--- src/rtl/exception_sequencer.sv ---
// exception_sequencer
// -------------------
// Multi-cycle controller that sits beside control_unit. It turns EX/MEM-stage
// exception events into an ordered sequence:
//   1. freeze the pipeline,
//   2. commit CP0 state and flush the pipeline,
//   3. redirect the PC.
// The events are syscall, reserved instruction, external interrupt and eret.
//
// Optional build macro:
//   INTR_SYNC_EN - when defined, cp0_intr passes through a 2-flop
//                  synchronizer (reset to 0) before the event logic sees it.
//                  This adds 2 cycles of interrupt latency.
//
// Ports:
//   clk, reset            system clock; synchronous active-high reset
//   mem_stall             memory stage busy (pipeline already frozen)
//   exmem_syscall/ri/eret exception sources sitting in EX/MEM
//   cp0_intr              pending and enabled interrupt (level)
//   cp0_status_exl        CP0 Status.EXL; masks interrupts when set
//   cp0_epc_q             current CP0 EPC, the eret target
//   exmem_pc, exmem_bd    PC and delay-slot flag of the EX/MEM instruction
//   cu_exc_stall          freezes PC/IFID/IDEX/EXMEM
//   cu_*_flush            one-cycle flush of the stage registers
//   cu_cp0_w_en           writes EPC, Cause.ExcCode and Cause.BD
//   cu_exec_code          value written to Cause.ExcCode
//   cu_epc                value written to EPC
//   cu_bd                 value written to Cause.BD
//   cu_set_exl/cu_clr_exl strobes that set or clear EXL
//   cu_pc_redirect        PC loads cu_vector on the next edge
//   cu_vector             redirect target
//   busy                  high whenever the sequencer is not idle
module exception_sequencer #(
    parameter logic [31:0] EXC_VECTOR = 32'h0000_0180,
    parameter logic [4:0]  CODE_INT   = 5'd0,
    parameter logic [4:0]  CODE_SYS   = 5'd8,
    parameter logic [4:0]  CODE_RI    = 5'd10
) (
    input  logic        clk,
    input  logic        reset,
    input  logic        mem_stall,
    input  logic        exmem_syscall,
    input  logic        exmem_ri,
    input  logic        exmem_eret,
    input  logic        cp0_intr,
    input  logic        cp0_status_exl,
    input  logic [31:0] cp0_epc_q,
    input  logic [31:0] exmem_pc,
    input  logic        exmem_bd,
    output logic        cu_exc_stall,
    output logic        cu_ifid_flush,
    output logic        cu_idex_flush,
    output logic        cu_exmem_flush,
    output logic        cu_cp0_w_en,
    output logic [4:0]  cu_exec_code,
    output logic [31:0] cu_epc,
    output logic        cu_bd,
    output logic        cu_set_exl,
    output logic        cu_clr_exl,
    output logic        cu_pc_redirect,
    output logic [31:0] cu_vector,
    output logic        busy
);

    typedef enum logic [1:0] {
        IDLE,
        COMMIT,
        REDIRECT
    } state_t;

    state_t      state;
    state_t      state_next;

    logic        intr_eff;
    logic        ev;
    logic        capture;

    logic        win_eret;
    logic [4:0]  win_code;
    logic [31:0] win_epc;
    logic        win_bd;
    logic [31:0] win_vector;
    logic [31:0] restart_pc;

    logic        cap_eret;
    logic [4:0]  cap_code;
    logic [31:0] cap_epc;
    logic        cap_bd;
    logic [31:0] cap_vector;

`ifdef INTR_SYNC_EN
    // cp0_intr may come from an asynchronous source, so it is retimed
    // through two flops before the event logic uses it.
    logic intr_meta;
    logic intr_sync;

    always_ff @(posedge clk) begin
        if (reset) begin
            intr_meta <= 1'b0;
            intr_sync <= 1'b0;
        end else begin
            intr_meta <= cp0_intr;
            intr_sync <= intr_meta;
        end
    end

    assign intr_eff = intr_sync;
`else
    assign intr_eff = cp0_intr;
`endif

    // An interrupt only counts while EXL is clear. This also stops a held
    // interrupt from retriggering once the handler has been entered.
    assign ev = exmem_syscall | exmem_ri | (intr_eff & ~cp0_status_exl) | exmem_eret;

    // Faulting instructions in a delay slot restart at the branch. The
    // subtraction wraps modulo 2^32.
    assign restart_pc = exmem_bd ? (exmem_pc - 32'd4) : exmem_pc;

    // Resolve the fixed priority syscall > ri > interrupt > eret. Only the
    // winner's fields are captured. For eret there is no EPC/Cause write,
    // so its code, EPC and BD stay zero.
    always_comb begin
        win_eret   = 1'b0;
        win_code   = 5'd0;
        win_epc    = 32'd0;
        win_bd     = 1'b0;
        win_vector = EXC_VECTOR;
        if (exmem_syscall) begin
            win_code = CODE_SYS;
            win_epc  = restart_pc;
            win_bd   = exmem_bd;
        end else if (exmem_ri) begin
            win_code = CODE_RI;
            win_epc  = restart_pc;
            win_bd   = exmem_bd;
        end else if (intr_eff & ~cp0_status_exl) begin
            win_code = CODE_INT;
            win_epc  = restart_pc;
            win_bd   = exmem_bd;
        end else begin
            win_eret   = 1'b1;
            win_vector = cp0_epc_q;
        end
    end

    assign capture = (state == IDLE) && ev && !mem_stall;

    // State register plus the captured exception record. The record is
    // loaded only on the accepting IDLE cycle, so it stays stable for the
    // rest of the sequence.
    always_ff @(posedge clk) begin
        if (reset) begin
            state      <= IDLE;
            cap_eret   <= 1'b0;
            cap_code   <= 5'd0;
            cap_epc    <= 32'd0;
            cap_bd     <= 1'b0;
            cap_vector <= 32'd0;
        end else begin
            state <= state_next;
            if (capture) begin
                cap_eret   <= win_eret;
                cap_code   <= win_code;
                cap_epc    <= win_epc;
                cap_bd     <= win_bd;
                cap_vector <= win_vector;
            end
        end
    end

    // Next state and strobes. COMMIT waits out mem_stall with every strobe
    // low, so the CP0 write and the flushes happen exactly once.
    always_comb begin
        state_next     = state;
        cu_exc_stall   = 1'b0;
        cu_ifid_flush  = 1'b0;
        cu_idex_flush  = 1'b0;
        cu_exmem_flush = 1'b0;
        cu_cp0_w_en    = 1'b0;
        cu_set_exl     = 1'b0;
        cu_clr_exl     = 1'b0;
        cu_pc_redirect = 1'b0;
        cu_vector      = 32'd0;
        case (state)
            IDLE: begin
                if (ev && !mem_stall) begin
                    cu_exc_stall = 1'b1;
                    state_next   = COMMIT;
                end
            end
            COMMIT: begin
                cu_exc_stall = 1'b1;
                if (!mem_stall) begin
                    cu_ifid_flush  = 1'b1;
                    cu_idex_flush  = 1'b1;
                    cu_exmem_flush = 1'b1;
                    if (cap_eret) begin
                        cu_clr_exl = 1'b1;
                    end else begin
                        cu_cp0_w_en = 1'b1;
                        cu_set_exl  = 1'b1;
                    end
                    state_next = REDIRECT;
                end
            end
            REDIRECT: begin
                cu_pc_redirect = 1'b1;
                cu_vector      = cap_vector;
                state_next     = IDLE;
            end
            default: begin
                state_next = IDLE;
            end
        endcase
    end

    assign busy = (state != IDLE);

    // The captured fields are visible only while a sequence is in flight.
    // In IDLE they read as zero.
    assign cu_exec_code = busy ? cap_code : 5'd0;
    assign cu_epc       = busy ? cap_epc  : 32'd0;
    assign cu_bd        = busy ? cap_bd   : 1'b0;

endmodule

--- config.mk ---
export PLATFORM = sky130hd
export DESIGN_NAME = exception_sequencer
export DESIGN_NICKNAME = d
export VERILOG_FILES = /design/src/rtl/exception_sequencer.sv
export SDC_FILE = /design/constraint.sdc
export NUM_CORES = 1
export LEC_CHECK = 0
export ABC_CLOCK_PERIOD_IN_PS = 2450
export CAP_MARGIN = 20
export CORE_MARGIN = 4
export CORE_UTILIZATION = 40
export DETAILED_ROUTE_END_ITERATION = 10
export PLACE_DENSITY = 0.87
export SLEW_MARGIN = 5
export SYNTH_ARGS = -nofsm -noshare
export SYNTH_HDL_FRONTEND = slang
export SYNTH_SLANG_ARGS = --single-unit
--- constraint.sdc ---
create_clock -name clk -period 2.45 [get_ports clk]
set_input_delay 0.245 -clock clk [delete_from_list [all_inputs] [get_ports clk]]
set_output_delay 0.245 -clock clk [all_outputs]
set_load 0.1 [all_outputs]
==> results of run 1 <==
## path summary, 6_finish.rpt
| kind | from | end | slack [ns] |
|---|---|---|---|
| worst min-delay path | cap_epc[9]$_SDFFE_PP0P_ | cap_epc[9]$_SDFFE_PP0P_ | 0.45 |
| worst min register to register | cap_epc[9]$_SDFFE_PP0P_ | cap_epc[9]$_SDFFE_PP0P_ | 0.45 |
| worst max-delay path | state[1]$_SDFFE_PP0P_ | cu_clr_exl | 0.41 |
| worst max register to register | state[1]$_SDFFE_PP0P_ | cap_epc[29]$_SDFFE_PP0P_ | 0.65 |
## sequential cells by signal, summed over array words and instances, names as in the netlist
register    flops
cap_code        2
state           2
cap_epc        32
cap_eret        1
cap_vector     32
cap_bd          1
## power by group
| group | total, µW | switching (µW) | internal (µW) |
|---|---|---|---|
| Combinational | 672 | 407 | 266 |
| Clock | 1030 | 436 | 597 |
| Sequential | 1210 | 25.8 | 1190 |
## area by class of cell
cell class | instances | area, µm²
Timing Repair Buffer | 168 | 2280
Fill cell | 606 | 2350
Multi-Input combinational cell | 310 | 1890
Inverter | 7 | 26.3
Tap cell | 105 | 131
Clock buffer | 10 | 138
Clock inverter | 6 | 85.1
Sequential cell | 70 | 1400
## worst max-delay path: stages (launching register included)
cell and delay [ns]:
dfxtp_1 0.34, nand2b_1 0.16, or2_2 0.32, inv_1 0.23
and2_2 0.22, buf_12 0.17
## through the flow
stage	util, %	cells	worst slack (ns)	total power [µW]	hold WS [ns]
2_1_floorplan	-	421	0.145	1610	0.393
3_3_place_gp	69.0	660	0.144	1900	0.428
3_5_place_dp	69.0	660	0.0673	1910	0.439
4_1_cts	71.7	676	0.358	2950	0.455
5_1_grt	71.7	676	0.262	3030	0.466
6_report	71.7	676	0.407	2920	0.452
## metal layers
layer	up-vias	share of wire [%]	track usage [%]
met1	1618	43	26.3
met3	18	8.5	4.78
li1	1697	-	-
met2	165	47	35.6
met4	0	1.6	7.46
met5	-	0	0
## cell usage in the layout (no fill, tap or decap), types with 6 or more instances in the layout
cell	count
clkdlybuf4s50_1	72
dfxtp_1	70
and2_1	67
buf_12	67
nor2_1	52
a22oi_1	39
nand2_1	31
buf_4	29
xor2_1	23
o21ai_0	22
nor3_1	10
clkbuf_8	10
inv_1	7
nand4_1	6
## cells by family (layout without fill, tap and decap cells)
family                   Yosys count  in the layout
AO/OA/AOI/OAI                     72             72
XOR/XNOR                          28             28
adder cells (fa/ha/maj)            1              1
buffers and inverters             41            191
flip-flops                        70             70
other                              1              3
AND/OR/NAND/NOR                  206            206
==> results_tabular.tex, run 1 <==
\begin{tabular}{lr}
\hline
Metric & Value \\
\hline
\multicolumn{2}{l}{\textbf{CTS}} \\
\quad CTS Sinks & 70 \\
\quad CTS resizes & 0 \\
\quad CTS Root Cell & clkbuf\_8 \\
\quad Maximum count of clock buffers along a single path & 2 \\
\quad Clock tree from TritonCTS & yes \\
\quad H-tree lvl count & 3 \\
\quad Clock latency on the worst-skew pair & $\sim$0.34 ns \\
\quad Buffers inserted by post-CTS timing repair & 0 \\
\quad Clk slew on worst S/H paths & 0.07 ns \\
\quad Number of buffers inserted during clock tree synthesis & 9 \\
\quad Hold-fix buffer count after cts & 0 \\
\multicolumn{2}{l}{\textbf{Routing}} \\
\quad Iteration-0 DRC Markers & 147 \\
\quad Via count & 3498 \\
\quad Wire per inst & 15.6 µm \\
\quad Number of remaining DRC errors & 0 \\
\quad Final routed wirelength across all metal layers & between 10000 and 15000 µm \\
\quad Antenna Nets Post-Route & 0 \\
\quad First-pass DRT Iterations & 4 \\
\quad Vias per Instance & between 5 and 6 \\
\multicolumn{2}{l}{\textbf{STA}} \\
\quad Max Clock Freq & 0.489 GHz \\
\quad Endpoints failing hold & 0 \\
\quad Final cycle utilization of the critical path & 83.4\% \\
\quad Worst-margin pin slew & 0.518 ns \\
\quad Post-Route Skew & about 0.0051 ns \\
\quad Pins Over Slew Limit & 0 \\
\quad Relative max-transition margin & 65.1\% \\
\quad Number of endpoints failing setup at the final stage & 0 \\
\quad Aggregate negative setup slack & 0 ns \\
\quad Clock period minus worst slack & 2.04 ns \\
\quad Unrepaired setup endpoints after global routing & no \\
\multicolumn{2}{l}{\textbf{Global routing}} \\
\quad Combined global-route utilization of all metal layers & 21.1\% \\
\quad First-pass GRT wire length & 17100 µm \\
\quad Maximum number of pins on one net before global-route repair & 40 \\
\quad Final global-route overflow total & 0 \\
\quad Number of global-route vias before repair & 3522 \\
\quad Antenna violations before repair & 0 \\
\multicolumn{2}{l}{\textbf{Pwr}} \\
\quad Ratio of total power to cell area & approximately 500 nW/µm² \\
\quad Total leakage power & around 0.0023 µW \\
\quad Worst IR drop on VDD & 0.279 mV \\
\multicolumn{2}{l}{\textbf{Logic synthesis}} \\
\quad Post-synthesis instance total & 419 \\
\quad YS warnings & 0 \\
\quad Number of storage elements in the synthesis netlist & 70 \\
\quad Cell type with the largest total area after synthesis & dfxtp\_1 \\
\quad Synth Area in XOR/XNOR & between 7 and 8\% \\
\quad Post-synth EDFFs & 0 \\
\quad Most common cell in the netlist & dfxtp\_1 \\
\quad Share of flip-flops with an asynchronous set or reset & 0\% \\
\quad Top cells by area, synth & dfxtp\_1 (41\%), and2\_1 (12\%), a22oi\_1 (8.5\%) \\
\quad Synthesized area divided by synthesized cell count & 8.23 µm² \\
\quad Synth Area in Compound Gates & 13.8\% \\
\quad Top cell type's share of synthesized area & 40.6\% \\
\quad Leading post-synthesis cells by instance count & dfxtp\_1 (70), and2\_1 (68), nor2\_1 (53) \\
\quad Arithmetic-cell share of the synthesized area counting full adders, half adders and majority gates & 0.363\% \\
\quad Post-synthesis cell type count & 37 \\
\quad Post-synthesis instance area & 3450 µm² \\
\quad Top\_reg\_cell synth & dfxtp\_1 \\
\quad Main combinational cell family by area after synthesis & simple AND/OR/NAND/NOR gates \\
\quad Portion of netlist area occupied by mux cells & 0\% \\
\quad Sequential-to-total area share from yosys stat & just over 40\% \\
\quad Post-synthesis share of cell area spent on and, or, nand and nor gates & about a third \\
\multicolumn{2}{l}{\textbf{Min path}} \\
\quad Hold crit path type & flip-flop to flip-flop \\
\quad Hold depth & 2 \\
\multicolumn{2}{l}{\textbf{Job}} \\
\quad Reported max-cap violation count & 0 \\
\multicolumn{2}{l}{\textbf{Final layout}} \\
\quad Post-layout nets & 640 \\
\quad Antenna diodes & 0 \\
\quad Design Area, Final & between 5000 and 6000 µm² \\
\quad Fraction of final layout cells with drive strength greater than 1 & 21.5\% \\
\quad Area delta synth->final & 72.4\% \\
\multicolumn{2}{l}{\textbf{Floorplan}} \\
\quad Total Die Area & 10200 µm² \\
\quad Height of the die & 101 µm \\
\quad Num rows & 33 \\
\quad Die extent in x & 101 µm \\
\quad Effective utilization at floorplan & 41.6\% \\
\quad \# IOs & 152 \\
\quad Area of the core & a little over 8000 µm² \\
\multicolumn{2}{l}{\textbf{Setup path}} \\
\quad Critical path start-end classification & flip-flop to output pin \\
\quad Kind of capture point of the worst setup path & output pin \\
\quad Worst EP required & 2.20 ns \\
\quad Worst-case reg-to-reg path depth & 5 \\
\quad Data arrival, critical path & between 1.5 and 2 ns \\
\quad Max FO, Critical Path & 5 \\
\quad Nature of the critical path startpoint & flip-flop \\
\multicolumn{2}{l}{\textbf{Placement}} \\
\quad Quantity of I/O buffers inserted on ports & 148 \\
\quad Placed Area & 5730 µm² \\
\quad Placed wire-length estimate & 8190 µm \\
\quad Routability Congestion & 0.902 \\
\multicolumn{2}{l}{\textbf{Status}} \\
\quad Status & complete, no violations \\
\hline
\end{tabular}
No activity file was read; power rests on OpenSTA's default activity.
==> inputs of run 2 (changes only) <==
--- a/config.mk
+++ b/config.mk
@@ -5,7 +5,7 @@
 export SDC_FILE = /design/constraint.sdc
 export NUM_CORES = 1
 export LEC_CHECK = 0
-export ABC_CLOCK_PERIOD_IN_PS = 2450
+export ABC_CLOCK_PERIOD_IN_PS = 2100
 export CAP_MARGIN = 20
 export CORE_MARGIN = 4
 export CORE_UTILIZATION = 40
==> constraint.sdc (replaced) <==
create_clock -name clk -period 2.1 [get_ports clk]
set_input_delay 0.21 -clock clk [delete_from_list [all_inputs] [get_ports clk]]
set_output_delay 0.21 -clock clk [all_outputs]
set_load 0.1 [all_outputs]
==> results_tabular.tex, run 2 (same netlist as run 1, synthesis figures left out) <==
\begin{tabular}{lr}
\hline
Metric & Value \\
\hline
\multicolumn{2}{l}{\textbf{CTS}} \\
\quad CTS Root Cell & clkbuf\_8 \\
\quad Hold-fix buffer count after cts & 0 \\
\quad Clk slew on worst S/H paths & around 0.080 ns \\
\quad H-tree lvl count & 3 \\
\quad Clock tree from TritonCTS & yes \\
\quad CTS Sinks & 70 \\
\quad Buffers inserted by post-CTS timing repair & 0 \\
\quad CTS resizes & 0 \\
\quad Number of buffers inserted during clock tree synthesis & 9 \\
\quad Maximum count of clock buffers along a single path & 2 \\
\quad Clock latency on the worst-skew pair & 0.34 ns \\
\multicolumn{2}{l}{\textbf{Placement}} \\
\quad Quantity of I/O buffers inserted on ports & 148 \\
\quad Placed wire-length estimate & $\sim$9000 µm \\
\quad Routability Congestion & 0.921 \\
\quad Placed Area & 6000 µm² \\
\quad Worst Setup Slack post-DPL & -0.214 ns \\
\multicolumn{2}{l}{\textbf{Setup path}} \\
\quad Critical path's slowest cell & or4b\_4 \\
\quad Data arrival, critical path & roughly 2.2 ns \\
\quad Kind of capture point of the worst setup path & flip-flop \\
\quad Max FO, Critical Path & 6 \\
\quad Crit path largest cell delay & 0.60 ns \\
\quad Crit path launch & exmem\_pc[6] \\
\quad List of cells traversed by the critical path & clkdlybuf4s50\_1 > or4b\_4 > nor4\_4 > buf\_4 > nand4\_1 > xor2\_1 > o21ai\_0 \\
\quad Kind of cell adding the most delay to the critical path & simple AND/OR/NAND/NOR gates \\
\quad Critical path start-end classification & input pin to flip-flop \\
\quad Internal reg-to-reg setup slack & 0.40 ns \\
\quad R2R Path Start & state[1]\$\_SDFFE\_PP0P\_ \\
\quad Nature of the critical path startpoint & input pin \\
\quad Worst-case reg-to-reg path depth & 5 \\
\quad Worst EP required & $\sim$2.4 ns \\
\quad Critical path buffer and inverter count & 2 \\
\quad Worst flop-to-flop path endpoint & cap\_epc[30]\$\_SDFFE\_PP0P\_ \\
\multicolumn{2}{l}{\textbf{STA}} \\
\quad Pins Over Slew Limit & 0 \\
\quad Relative max-transition margin & 66.2\% \\
\quad Number of endpoints failing setup at the final stage & 0 \\
\quad Unrepaired setup endpoints after global routing & no \\
\quad Post-Route Skew & roughly 0.0082 ns \\
\quad Smallest setup slack after layout & 0.136 ns \\
\quad Max Clock Freq & 0.509 GHz \\
\quad Clock period minus worst slack & 1.96 ns \\
\quad Worst-margin pin slew & 0.501 ns \\
\quad Smallest hold slack & 0.455 ns \\
\quad Aggregate negative setup slack & 0 ns \\
\quad Final cycle utilization of the critical path & 93.5\% \\
\quad Endpoints failing hold & 0 \\
\multicolumn{2}{l}{\textbf{Global routing}} \\
\quad Final global-route overflow total & 0 \\
\quad Maximum number of pins on one net before global-route repair & 35 \\
\quad Antenna violations before repair & 0 \\
\quad Number of global-route vias before repair & around 3600 \\
\quad Combined global-route utilization of all metal layers & about 22\% \\
\quad First-pass GRT wire length & 17500 µm \\
\multicolumn{2}{l}{\textbf{Routing}} \\
\quad Via count & 3635 \\
\quad Vias per Instance & 5.26 \\
\quad Wire per inst & 16.2 µm \\
\quad Number of remaining DRC errors & 0 \\
\quad Antenna Nets Post-Route & 0 \\
\quad First-pass DRT Iterations & 6 \\
\quad Iteration-0 DRC Markers & around 140 \\
\quad Final routed wirelength across all metal layers & 11200 µm \\
\multicolumn{2}{l}{\textbf{Pwr}} \\
\quad Proportion of power drawn by combinational gates & 24.1\% \\
\quad Total leakage power & 0.00242 µW \\
\quad Switching part of the total & 29.9\% \\
\quad Cell-internal power & 2440 µW \\
\quad Net load switching power & 1040 µW \\
\quad Overall power & 3480 µW \\
\quad Ratio of total power to cell area & 560 nW/µm² \\
\quad Worst IR drop on VDD & 0.321 mV \\
\quad Sequential share of power & 40.7\% \\
\quad Clock power frac & between 30\% and 40\% \\
\multicolumn{2}{l}{\textbf{Min path}} \\
\quad Hold crit path type & flip-flop to flip-flop \\
\quad Hold Startpoint & cap\_code[3]\$\_SDFFE\_PP0P\_ \\
\quad Hold depth & 2 \\
\quad Terminating pin of the worst hold path & cap\_code[3]\$\_SDFFE\_PP0P\_ \\
\multicolumn{2}{l}{\textbf{Job}} \\
\quad Reported max-cap violation count & 0 \\
\multicolumn{2}{l}{\textbf{Final layout}} \\
\quad Antenna diodes & 0 \\
\quad Fraction of final layout cells with drive strength greater than 1 & between 20\% and 30\% \\
\quad Design Area, Final & 6230 µm² \\
\quad Most common cell after layout, fill and taps aside & buf\_12 \\
\quad Area delta synth->final & 80.6\% \\
\quad Registers with the most flip-flops & cap\_epc: 32 flops, cap\_vector: 32 flops \\
\quad Highest-count cells in the layout ignoring fill and taps & buf\_12 (78), clkdlybuf4s50\_1 (72), dfxtp\_1 (70) \\
\quad Post-layout nets & around 660 \\
\multicolumn{2}{l}{\textbf{Status}} \\
\quad Status & complete, no violations \\
\multicolumn{2}{l}{\textbf{Floorplan}} \\
\quad Effective utilization at floorplan & 41.6\% \\
\quad Area of the core & 8300 µm² \\
\quad Die extent in x & 101 µm \\
\quad Num rows & 33 \\
\quad \# IOs & 152 \\
\quad Total Die Area & 10200 µm² \\
\quad Height of the die & between 100 and 150 µm \\
\hline
\end{tabular}
[run 2: changes by cell type in the layout (fill, tap and decap cells not counted)]
cell / previous run / this run
clkinv_4: 0 / 1
buf_12: 67 / 78
and2_1: 67 / 49
buf_4: 29 / 33
inv_6: 0 / 1
and2_2: 1 / 19
clkinv_2: 2 / 0
[run 2: cell type report]
cell class	instances	area (µm²)
inverters	7	26.3
clock buffers	10	138
multi-input cells	310	1910
repair buffers	183	2530
well taps	105	131
fillers	543	2070
flip-flops and latches	70	1400
clock inverters	6	92.6
[run 2: worst max path at each step]
| stage | slack [ns] | end | depth (start not counted) |
|---|---|---|---|
| 3_3_place_gp | -0.09 | cap_epc[30]$_SDFFE_PP0P_ | 7 |
| 4_1_cts | 0.14 | cap_epc[30]$_SDFFE_PP0P_ | 7 |
| 3_5_place_dp | -0.21 | cap_epc[30]$_SDFFE_PP0P_ | 7 |
| 6_report | 0.14 | cap_epc[30]$_SDFFE_PP0P_ | 7 |
| 5_1_grt | 0.02 | cap_epc[30]$_SDFFE_PP0P_ | 7 |
| 2_1_floorplan | -0.10 | cu_clr_exl | 4 |
[run 2: worst reg2reg max path: cells and delay by family (launching register included)]
kind,cells,cell delay [ns]
AND/OR/NAND/NOR,3,0.88
flip-flops,1,0.34
AO/OA/AOI/OAI,1,0.22
buffers and inverters,1,0.19
[run 2: power by group through the flow]
stage,sequential (µW),clock [µW],combinational (µW)
floorplan,1440,0,445
global placement,1450,0,819
detailed placement,1450,0,837
CTS,1420,1250,840
global route,1420,1320,881
finish,1420,1230,839
[run 2: through the flow]
stage	instances	util, %
after floorplan	421	-
after global placement	675	72.3
after detailed placement	675	72.3
after CTS	691	75.0
after global routing	691	75.0
final	691	75.0
[run 2: routing by layer]
metal	GRT usage [%]	wire (µm)
met1	24.5	4250
met2	38.8	5670
met3	5.81	1010
met4	8.50	270
met5	0	0
==> inputs of run 3 (changes only) <==
--- a/config.mk
+++ b/config.mk
@@ -8,9 +8,9 @@
 export ABC_CLOCK_PERIOD_IN_PS = 2100
 export CAP_MARGIN = 20
 export CORE_MARGIN = 4
-export CORE_UTILIZATION = 40
+export CORE_UTILIZATION = 42
 export DETAILED_ROUTE_END_ITERATION = 10
-export PLACE_DENSITY = 0.87
+export PLACE_DENSITY = 0.9
 export SLEW_MARGIN = 5
 export SYNTH_ARGS = -nofsm -noshare
 export SYNTH_HDL_FRONTEND = slang
==> results_tabular.tex, run 3 (same netlist as run 1, synthesis figures left out) <==
\begin{tabular}{lr}
\hline
Metric & Value \\
\hline
\multicolumn{2}{l}{\textbf{Status}} \\
\quad Status & complete, no violations \\
\multicolumn{2}{l}{\textbf{Global routing}} \\
\quad Antenna violations before repair & 0 \\
\quad Maximum number of pins on one net before global-route repair & 34 \\
\quad First-pass GRT wire length & between 15000 and 20000 µm \\
\quad Final global-route overflow total & 0 \\
\quad Combined global-route utilization of all metal layers & 24.2\% \\
\quad Number of global-route vias before repair & $\sim$3900 \\
\multicolumn{2}{l}{\textbf{Floorplan}} \\
\quad Height of the die & 98.6 µm \\
\quad \# IOs & 152 \\
\quad Area of the core & roughly 8000 µm² \\
\quad Die extent in x & about 99 µm \\
\quad Num rows & 32 \\
\quad Effective utilization at floorplan & 44.0\% \\
\quad Total Die Area & between 9000 and 10000 µm² \\
\multicolumn{2}{l}{\textbf{CTS}} \\
\quad CTS Sinks & 70 \\
\quad CTS Root Cell & clkbuf\_8 \\
\quad Number of buffers inserted during clock tree synthesis & 9 \\
\quad Clk slew on worst S/H paths & 0.08 ns \\
\quad H-tree lvl count & 3 \\
\quad Clock latency on the worst-skew pair & approximately 0.35 ns \\
\quad Clock tree from TritonCTS & yes \\
\quad Maximum count of clock buffers along a single path & 2 \\
\multicolumn{2}{l}{\textbf{Setup path}} \\
\quad Max FO, Critical Path & 28 \\
\quad Nature of the critical path startpoint & flip-flop \\
\quad Crit path largest cell delay & 0.40 ns \\
\quad Worst EP required & 1.89 ns \\
\quad Kind of capture point of the worst setup path & output pin \\
\quad List of cells traversed by the critical path & or2\_2 > buf\_4 > and2\_2 > buf\_12 \\
\quad Data arrival, critical path & 1.79 ns \\
\quad Kind of cell adding the most delay to the critical path & simple AND/OR/NAND/NOR gates \\
\quad Critical path start-end classification & flip-flop to output pin \\
\quad Critical path's slowest cell & or2\_2 \\
\quad Critical path buffer and inverter count & 2 \\
\multicolumn{2}{l}{\textbf{Pwr}} \\
\quad Sequential share of power & 39.4\% \\
\quad Ratio of total power to cell area & between 500 and 600 nW/µm² \\
\quad Cell-internal power & roughly 2500 µW \\
\quad Total leakage power & 0.00243 µW \\
\quad Clock power frac & 37.0\% \\
\quad Net load switching power & 1070 µW \\
\quad Proportion of power drawn by combinational gates & 23.6\% \\
\quad Worst IR drop on VDD & 0.384 mV \\
\quad Overall power & 3600 µW \\
\quad Switching part of the total & roughly 30\% \\
\multicolumn{2}{l}{\textbf{Routing}} \\
\quad First-pass DRT Iterations & 5 \\
\quad Wire per inst & 17.5 µm \\
\quad Final routed wirelength across all metal layers & 12000 µm \\
\quad Iteration-0 DRC Markers & 143 \\
\quad Antenna Nets Post-Route & 0 \\
\quad Via count & 3727 \\
\quad Number of remaining DRC errors & 0 \\
\quad Vias per Instance & 5.44 \\
\multicolumn{2}{l}{\textbf{Placement}} \\
\quad Placed wire-length estimate & 9250 µm \\
\quad Worst Setup Slack post-DPL & -0.181 ns \\
\quad Quantity of I/O buffers inserted on ports & approximately 150 \\
\quad Placed Instances & 669 \\
\quad Routability Congestion & approximately 0.94 \\
\multicolumn{2}{l}{\textbf{STA}} \\
\quad Worst-margin pin slew & approximately 0.51 ns \\
\quad Smallest setup slack after layout & between 0.1 and 0.15 ns \\
\quad Post-Route Skew & about 0.012 ns \\
\quad Unrepaired setup endpoints after global routing & no \\
\quad Max Clock Freq & 0.501 GHz \\
\quad Clock period minus worst slack & 2.00 ns \\
\quad Endpoints failing hold & 0 \\
\quad Final cycle utilization of the critical path & a little over nine tenths \\
\quad Pins Over Slew Limit & 0 \\
\quad Smallest hold slack & 0.223 ns \\
\quad Number of endpoints failing setup at the final stage & 0 \\
\quad Relative max-transition margin & 65.5\% \\
\multicolumn{2}{l}{\textbf{Final layout}} \\
\quad Fraction of final layout cells with drive strength greater than 1 & 26.6\% \\
\quad Registers with the most flip-flops & cap\_epc: 32 flops, cap\_vector: 32 flops \\
\quad Highest-count cells in the layout ignoring fill and taps & buf\_12 (80), clkdlybuf4s50\_1 (71), dfxtp\_1 (70) \\
\quad Post-layout nets & around 650 \\
\quad Antenna diodes & 0 \\
\quad Most common cell after layout, fill and taps aside & buf\_12 \\
\quad Area delta synth->final & 81.0\% \\
\quad FILL cells & around 440 \\
\quad Post-route core utilization & 79.5\% \\
\quad Cell Count, Final, Fillers Out & slightly below 700 \\
\multicolumn{2}{l}{\textbf{Job}} \\
\quad Reported max-cap violation count & 0 \\
\multicolumn{2}{l}{\textbf{Min path}} \\
\quad Hold crit path type & input pin to flip-flop \\
\hline
\end{tabular}
==> run 3: cell count changes in the layout (fill, tap and decap cells not counted), sizes merged <==
cell,change
clkinvlp,-2
bufinv,+1
buf,-2
clkdlybuf4s50,-1
clkbuf,-1
clkinv,+2
==> run 3: routing by layer <==
layer / GRT usage [%] / up-vias / part of all wire (%)
met5: 0 / - / 0
met2: 42.7 / 198 / 50
met4: 6.41 / 0 / 1.7
met1: 28.1 / 1780 / 39
li1: - / 1727 / -
met3: 8.14 / 22 / 9.9
==> run 3: area by class of cell <==
type	instances	area, µm²	area share, %
clock buffers	9	124	1.98
multi-input cells	310	1910	30.7
flip-flops and latches	70	1400	22.4
repair buffers	180	2530	40.5
clock inverters	7	121	1.94
well taps	102	128	2.04
inverters	7	26.3	0.421
==> run 3: path summary, 6_finish.rpt <==
| kind | cells after the start | slack (ns) | from | end |
|---|---|---|---|---|
| max | 4 | 0.10 | state[1]$_SDFFE_PP0P_ | cu_epc[24] |
| min | 2 | 0.22 | reset | cap_vector[29]$_SDFFE_PP0P_ |
| max reg2reg | 5 | 0.19 | state[1]$_SDFFE_PP0P_ | cap_epc[26]$_SDFFE_PP0P_ |
| min reg2reg | 2 | 0.45 | cap_epc[24]$_SDFFE_PP0P_ | cap_epc[24]$_SDFFE_PP0P_ |
==> run 3: worst register-to-register path: cells and delay by family, from the launching register on <==
| kind | cells | cell delay [ns] |
|---|---|---|
| simple gates | 3 | 1.07 |
| flops | 1 | 0.36 |
| compound gates | 1 | 0.21 |
| buf+inv | 1 | 0.20 |
==> run 3: through the flow <==
step / TNS, ns / instance area, µm²
2_1_floorplan: -0.207 / 3490
3_3_place_gp: -0.543 / 5990
3_5_place_dp: -2.03 / 5990
4_1_cts: 0 / 6240
5_1_grt: 0 / 6240
6_report: 0 / 6240
==> run 3: what timing repair did <==
item | 4_1_cts | 5_1_grt
hold buffers | 0 | 0
resized for setup | 0 | 1
endpoints found under the setup margin | 0 | 1
setup buffers | 0 | 0
==> run 3: power groups by stage <==
stage,clock network [µW],registers (µW),logic (µW)
6_report,1340,1420,850
5_1_grt,1400,1430,893
4_1_cts,1340,1420,852
3_5_place_dp,0,1450,847
3_3_place_gp,0,1440,822
2_1_floorplan,0,1440,445
